$ cat src/rtl/ofdm_interleaver.sv
// 802.11a transmit block interleaver: bit-serial in, ping-pong banks, bit-serial out in interleaved order.
// The write address is formed from the input index counters without any divider.
module ofdm_interleaver #(
  parameter int NCBPS_MAX = 288,
  parameter int ADDR_W    = 9
) (
  input  logic       Clk,
  input  logic       Reset,
  input  logic       Start,
  input  logic       x,
  input  logic [3:0] Rate,
  output logic       y,
  output logic       Valid,
  output logic       SymEnd
);

  localparam logic [1:0] MODE_48  = 2'd0;
  localparam logic [1:0] MODE_96  = 2'd1;
  localparam logic [1:0] MODE_192 = 2'd2;
  localparam logic [1:0] MODE_288 = 2'd3;

  function automatic logic [1:0] rate_mode(input logic [3:0] r);
    case (r)
      4'b1101, 4'b1111: rate_mode = MODE_48;
      4'b0101, 4'b0111: rate_mode = MODE_96;
      4'b1001, 4'b1011: rate_mode = MODE_192;
      4'b0001, 4'b0011: rate_mode = MODE_288;
      default:          rate_mode = MODE_48;
    endcase
  endfunction

  // Remainder modulo 3 by shift-and-subtract over the bits.
  function automatic logic [1:0] mod3(input logic [4:0] v);
    logic [2:0] acc;
    acc = 3'd0;
    for (int b = 4; b >= 0; b--) begin
      acc = {acc[1:0], v[b]};
      if (acc >= 3'd3) acc = acc - 3'd3;
    end
    return acc[1:0];
  endfunction

  // Write side state: k = 16*k_hi + k_lo.
  logic [3:0]        k_lo;
  logic [4:0]        k_hi;
  logic              wr_sel;
  logic [1:0]        wr_mode;
  logic [1:0]        cur_mode;
  logic              first_bit;
  logic              last_bit;
  logic [4:0]        cols;
  logic [4:0]        cols_m1;
  logic [ADDR_W-1:0] last_addr;
  logic [ADDR_W-1:0] i_idx;
  logic [ADDR_W-1:0] j_idx;
  logic [1:0]        r_hi;
  logic [1:0]        r_lo;
  logic [2:0]        diff;
  logic [1:0]        rot;

  // Read side state.
  logic [1:0]                 full;
  logic [1:0][ADDR_W-1:0]     bank_last;
  logic                       rd_sel;
  logic [ADDR_W-1:0]          rd_addr;
  logic                       rd_bit;
  logic                       rd_last;

  logic mem0 [NCBPS_MAX];
  logic mem1 [NCBPS_MAX];

  assign first_bit = (k_lo == 4'd0) && (k_hi == 5'd0);
  // Rate is only honoured on the first bit of a symbol; afterwards the latched mode holds.
  assign cur_mode  = first_bit ? rate_mode(Rate) : wr_mode;

  always_comb begin
    cols      = 5'd3;
    cols_m1   = 5'd2;
    last_addr = ADDR_W'(47);
    case (cur_mode)
      MODE_48:  begin cols = 5'd3;  cols_m1 = 5'd2;  last_addr = ADDR_W'(47);  end
      MODE_96:  begin cols = 5'd6;  cols_m1 = 5'd5;  last_addr = ADDR_W'(95);  end
      MODE_192: begin cols = 5'd12; cols_m1 = 5'd11; last_addr = ADDR_W'(191); end
      MODE_288: begin cols = 5'd18; cols_m1 = 5'd17; last_addr = ADDR_W'(287); end
      default:  begin cols = 5'd3;  cols_m1 = 5'd2;  last_addr = ADDR_W'(47);  end
    endcase
  end

  assign last_bit = (k_lo == 4'd15) && (k_hi == cols_m1);

  // First step. Because k_hi < cols, floor(16*i/NCBPS) is simply k_lo, and NCBPS is
  // a multiple of s in every mode, so the second step reduces to ((i - k_lo) mod s).
  assign i_idx = ADDR_W'(cols) * ADDR_W'(k_lo) + ADDR_W'(k_hi);

  always_comb begin
    j_idx = i_idx;
    r_hi  = 2'd0;
    r_lo  = 2'd0;
    diff  = 3'd0;
    rot   = 2'd0;
    case (cur_mode)
      MODE_48: j_idx = i_idx;
      MODE_96: j_idx = i_idx;
      MODE_192: j_idx = {i_idx[ADDR_W-1:1], i_idx[0] ^ k_lo[0]};
      MODE_288: begin
        // cols = 18 is a multiple of 3, so i mod 3 equals k_hi mod 3.
        r_hi  = mod3(k_hi);
        r_lo  = mod3({1'b0, k_lo});
        diff  = {1'b0, r_hi} + 3'd3 - {1'b0, r_lo};
        rot   = (diff >= 3'd3) ? 2'(diff - 3'd3) : diff[1:0];
        j_idx = i_idx - ADDR_W'(r_hi) + ADDR_W'(rot);
      end
      default: j_idx = i_idx;
    endcase
  end

  always_ff @(posedge Clk or negedge Reset) begin
    if (!Reset) begin
      k_lo    <= 4'd0;
      k_hi    <= 5'd0;
      wr_sel  <= 1'b0;
      wr_mode <= MODE_48;
    end else if (Start) begin
      wr_mode <= cur_mode;
      if (last_bit) begin
        k_lo   <= 4'd0;
        k_hi   <= 5'd0;
        wr_sel <= ~wr_sel;
      end else begin
        k_lo <= k_lo + 4'd1;
        if (k_lo == 4'd15) k_hi <= k_hi + 5'd1;
      end
    end
  end

  always_ff @(posedge Clk) begin
    if (Start) begin
      if (wr_sel) mem1[j_idx] <= x;
      else        mem0[j_idx] <= x;
    end
  end

  assign rd_bit  = rd_sel ? mem1[rd_addr] : mem0[rd_addr];
  assign rd_last = (rd_addr == bank_last[rd_sel]);

  // A bank filled on edge E is seen full on E+1; the set below follows the clear so that a
  // simultaneous final read of one bank and final write of the other never loses a flag.
  always_ff @(posedge Clk or negedge Reset) begin
    if (!Reset) begin
      full      <= 2'b00;
      bank_last <= '0;
      rd_sel    <= 1'b0;
      rd_addr   <= '0;
      y         <= 1'b0;
      Valid     <= 1'b0;
      SymEnd    <= 1'b0;
    end else begin
      if (full[rd_sel]) begin
        y      <= rd_bit;
        Valid  <= 1'b1;
        SymEnd <= rd_last;
        if (rd_last) begin
          full[rd_sel] <= 1'b0;
          rd_sel       <= ~rd_sel;
          rd_addr      <= '0;
        end else begin
          rd_addr <= rd_addr + ADDR_W'(1);
        end
      end else begin
        y      <= 1'b0;
        Valid  <= 1'b0;
        SymEnd <= 1'b0;
      end
      if (Start && last_bit) begin
        full[wr_sel]      <= 1'b1;
        bank_last[wr_sel] <= last_addr;
      end
    end
  end

endmodule

$ cat config.mk
export PLATFORM = sky130hd
export DESIGN_NAME = ofdm_interleaver
export DESIGN_NICKNAME = d
export VERILOG_FILES = /design/src/rtl/ofdm_interleaver.sv
export SDC_FILE = /design/constraint.sdc
export NUM_CORES = 1
export LEC_CHECK = 0
export BUFFER_PORTS_ARGS = -buffer_cell sky130_fd_sc_hd__buf_2
export CAP_MARGIN = 20
export CORE_MARGIN = 2
export CORE_UTILIZATION = 54
export CTS_CLUSTER_SIZE = 8
export DETAILED_ROUTE_END_ITERATION = 8
export PLACE_DENSITY_LB_ADDON = 0.05
export SLEW_MARGIN = 20
export SYNTH_ARGS = -nofsm -noshare
export SYNTH_HDL_FRONTEND = slang
export SYNTH_SLANG_ARGS = --single-unit
$ cat constraint.sdc
create_clock -name Clk -period 12.85 [get_ports Clk]
set_input_delay 2.57 -clock Clk [delete_from_list [all_inputs] [get_ports Clk]]
set_output_delay 2.57 -clock Clk [all_outputs]
set_load 0.1 [all_outputs]
==> impl_metrics.json <==
{
  "run_status": "complete, no violations",
  "hold_path.class": "flip-flop to flip-flop",
  "synth.largest_area_cell": "edfxtp_1",
  "global_route.usage.met3_pct": 4.909,
  "drt_iter0_markers": 2293,
  "dieWidth_um": 243.2,
  "final_cell_area_um2": 33440,
  "detailedPlacementHpwl_um": 48020,
  "drt-wirelength-per-cell_um": 26.94,
  "grt_antenna_before_repair": 1,
  "netlist_top_cells_count": "576 x edfxtp_1, 361 x nor4_1, 214 x nor3_1",
  "ys_seq_area_share_pct": 59.15,
  "synth-edff-count": 576,
  "route.vias.total": 20689,
  "r2r_start": "k_hi[3]",
  "fraction_of_post_synthesis_cell_area_in_the_top_cell_type_by_area_pct": 55.99,
  "cp-end-kind": "flip-flop",
  "drc": 0,
  "detailed_place.area_um2": 31110,
  "cp-start-kind": "input pin",
  "drive_above_1_share_pct": 14.38,
  "synth.distinct_cells": 75,
  "period_minus_slack_ns": 9.752,
  "synth.net_count": 2431,
  "met2_usage_pct": 43.05,
  "max_cap_viol_count": 0,
  "full_die_area_um2": 59130,
  "num_antenna_cells": 0,
  "synth_area_per_cell_um2": 13.05,
  "met1_track_utilization_from_global_routing_pct": 40.12,
  "grt_setup_unrepaired": "no",
  "timing.setup.critical_path_class": "input pin to flip-flop",
  "yosys_register_bits": 615,
  "syn2layout_area_growth_pct": 8.255,
  "global_route.usage.total_pct": 27.91,
  "core_footprint_um2": 56500,
  "post_cts_setup_inserts": 0,
  "tritoncts_clock_tree": "done",
  "numCtsBuffers": 86,
  "hold_wc_startpoint": "bank_last[12]",
  "grt_start_max_net_pins": 255,
  "initial_core_util_pct": 54.68,
  "yosys.cell_count.top_type": "edfxtp_1",
  "arrival_ns": 10.08,
  "clkSlewWorstSetupHoldPaths_ns": 0.05,
  "finalNetCount": 2311,
  "number_of_vias_per_cell_after_detailed_routing": 6.844,
  "antenna_violating_nets_post_route": 0,
  "cts.root.buffer_cell": "clkbuf_16",
  "crit_path_start": "Rate[0]",
  "ff2ff_setup_slack_ns": 3.66,
  "whs_endpoint": "bank_last[12]",
  "globalRoute.totalOverflow": 0,
  "timing.critical_path.required_ns": 13.18,
  "global_route_wire_length_before_repair_um": 125500,
  "critical_path.max_fanout": 66,
  "cts-hold-fix-buffers": 0,
  "timing.setup.tns_ns": 0,
  "clkLatencyLatePin_ns": 0.63,
  "global_route.peak_usage_layer": "met2",
  "gp_congestion": 0.8437,
  "slew_violations": 0,
  "syn-instance-count": 2367,
  "slew_headroom_pct": 18.92,
  "firstDrtPassIters": 5,
  "cts_resized": 0,
  "maxClockFrequency_ghz": 0.1025,
  "worst-r2r-cell-count": 26,
  "numPortBuffers": 9,
  "finish.utilization_pct": 59.19,
  "synth_area_leaders": "edfxtp_1 56%, mux4_2 8.9%, nor4_1 7.3%",
  "die_h_um": 243.2,
  "number_of_cells_on_the_worst_hold_path": 1,
  "vias_in_the_first_global_route": 20556,
  "route.final.wire_length_um": 81440,
  "placement_rows": 87,
  "yosysWarningCount": 0,
  "cts.sink_count": 615,
  "synth-async-reset-ratio_pct": 6.341,
  "ioPinCount": 11,
  "timing.final.hold_violations": 0,
  "syn_std_cell_area_um2": 30890,
  "timing.rr.end": "mem1[93]",
  "worst_pin_slew_ns": 1.216,
  "clock-skew-final_ns": 0.03034,
  "htree_num_levels": 3,
  "setup_viol_count_final": 0,
  "ys.flop_type": "edfxtp_1",
  "post-route-period-util_pct": 75.89,
  "cts_max_path_buffers": 3
}
==> worst max path at each step <==
stage | slack [ns] | to | depth (start not counted)
final | 3.10 | mem0[275] | 25
after global routing | 2.60 | mem0[275] | 25
after CTS | 3.16 | mem0[285] | 25
after detailed placement | 2.54 | mem0[273] | 25
after global placement | 2.64 | mem0[276] | 25
after floorplan | 4.63 | mem1[283] | 24
==> registers in the layout (all words and copies together) (netlist names), 2 cells and up <==
register	cells
full	2
bank_last	12
wr_mode	2
mem0	288
k_hi	5
rd_addr	9
mem1	288
k_lo	4
==> layout by cell type (no fill, tap or decap), types with 7 or more instances in the layout <==
cell type | netlist | layout
edfxtp_1 | 576 | 576
nor4_1 | 361 | 361
nor3_1 | 214 | 214
nand2_1 | 151 | 150
mux4_2 | 122 | 122
clkbuf_16 | 0 | 88
nor2_1 | 89 | 87
mux2i_1 | 65 | 65
nand3_1 | 62 | 62
inv_1 | 49 | 49
ha_1 | 43 | 43
a21oi_1 | 39 | 38
dfrtp_1 | 39 | 36
o21ai_0 | 30 | 30
buf_4 | 11 | 29
a22oi_1 | 27 | 27
nor3_2 | 21 | 21
xnor2_1 | 20 | 20
clkbuf_1 | 144 | 16
nor2b_1 | 14 | 13
mux2_2 | 13 | 13
fa_1 | 13 | 13
a21o_1 | 12 | 11
o221ai_1 | 10 | 10
a221oi_1 | 10 | 10
nand2b_1 | 11 | 9
a22o_1 | 9 | 9
and2_1 | 8 | 8
buf_2 | 86 | 8
nand4_1 | 7 | 7
or2_2 | 7 | 7
==> kinds of logic (layout without fill, tap and decap cells) <==
logic type	count (synthesis)	count (layout)	synth area share [%]
buf+inv	306	206	4.508
compound gates	191	191	4.371
flops	615	615	59.15
xor+xnor	27	27	0.7899
mux	205	205	11.70
fa+ha+maj	56	56	2.584
simple gates	967	967	16.89
==> final cells by class <==
class                      instances  area [um2]
tap                              756       945.9
clock inverter                     4       42.54
clock buffer                     104        2262
multi-input combinational       1446       11280
sequential                       615       18280
fill                            4457       23060
timing repair buffer              46       435.4
inverter                          52       195.2
==> stage by stage <==
step / std cells / hold slack (ns) / worst slack [ns]
floorplan: 2367 / 0.4334 / 4.632
global placement: 2913 / 0.4476 / 2.639
detailed placement: 2914 / 0.4490 / 2.541
CTS: 3022 / 0.4675 / 3.161
global route: 3023 / 0.4956 / 2.602
finish: 3023 / 0.4621 / 3.098
==> layer usage <==
| layer | routed length [um] | share of wire [%] |
|---|---|---|
| met5 | 13 | 0.016 |
| met4 | 2608 | 3.2 |
| met3 | 6898 | 8.5 |
| met2 | 37670 | 46 |
| met1 | 34250 | 42 |
==> worst max-delay path: stages <==
cell and delay [ns]:
buf_2 0.10, nor2b_1 0.13, mux2i_2 0.36, ha_1 0.56, inv_1 0.27, nand2_1 0.16
fa_1 0.45, fa_1 0.51, fa_1 0.51, inv_1 0.04, ha_1 0.31, nor2b_1 0.15
o21a_1 0.16, nor2_1 0.06, xnor2_1 0.37, inv_1 0.08, ha_1 0.35, o21a_1 0.13
o21ai_0 0.07, a2bb2oi_1 0.20, xor2_1 0.35, a21o_4 0.66, or3_2 0.75, buf_4 0.51
nor3_1 0.12
Power is left out: the tool's default activity adds up to more than one toggle a clock period on the data nets, which glitch-free logic cannot reach.
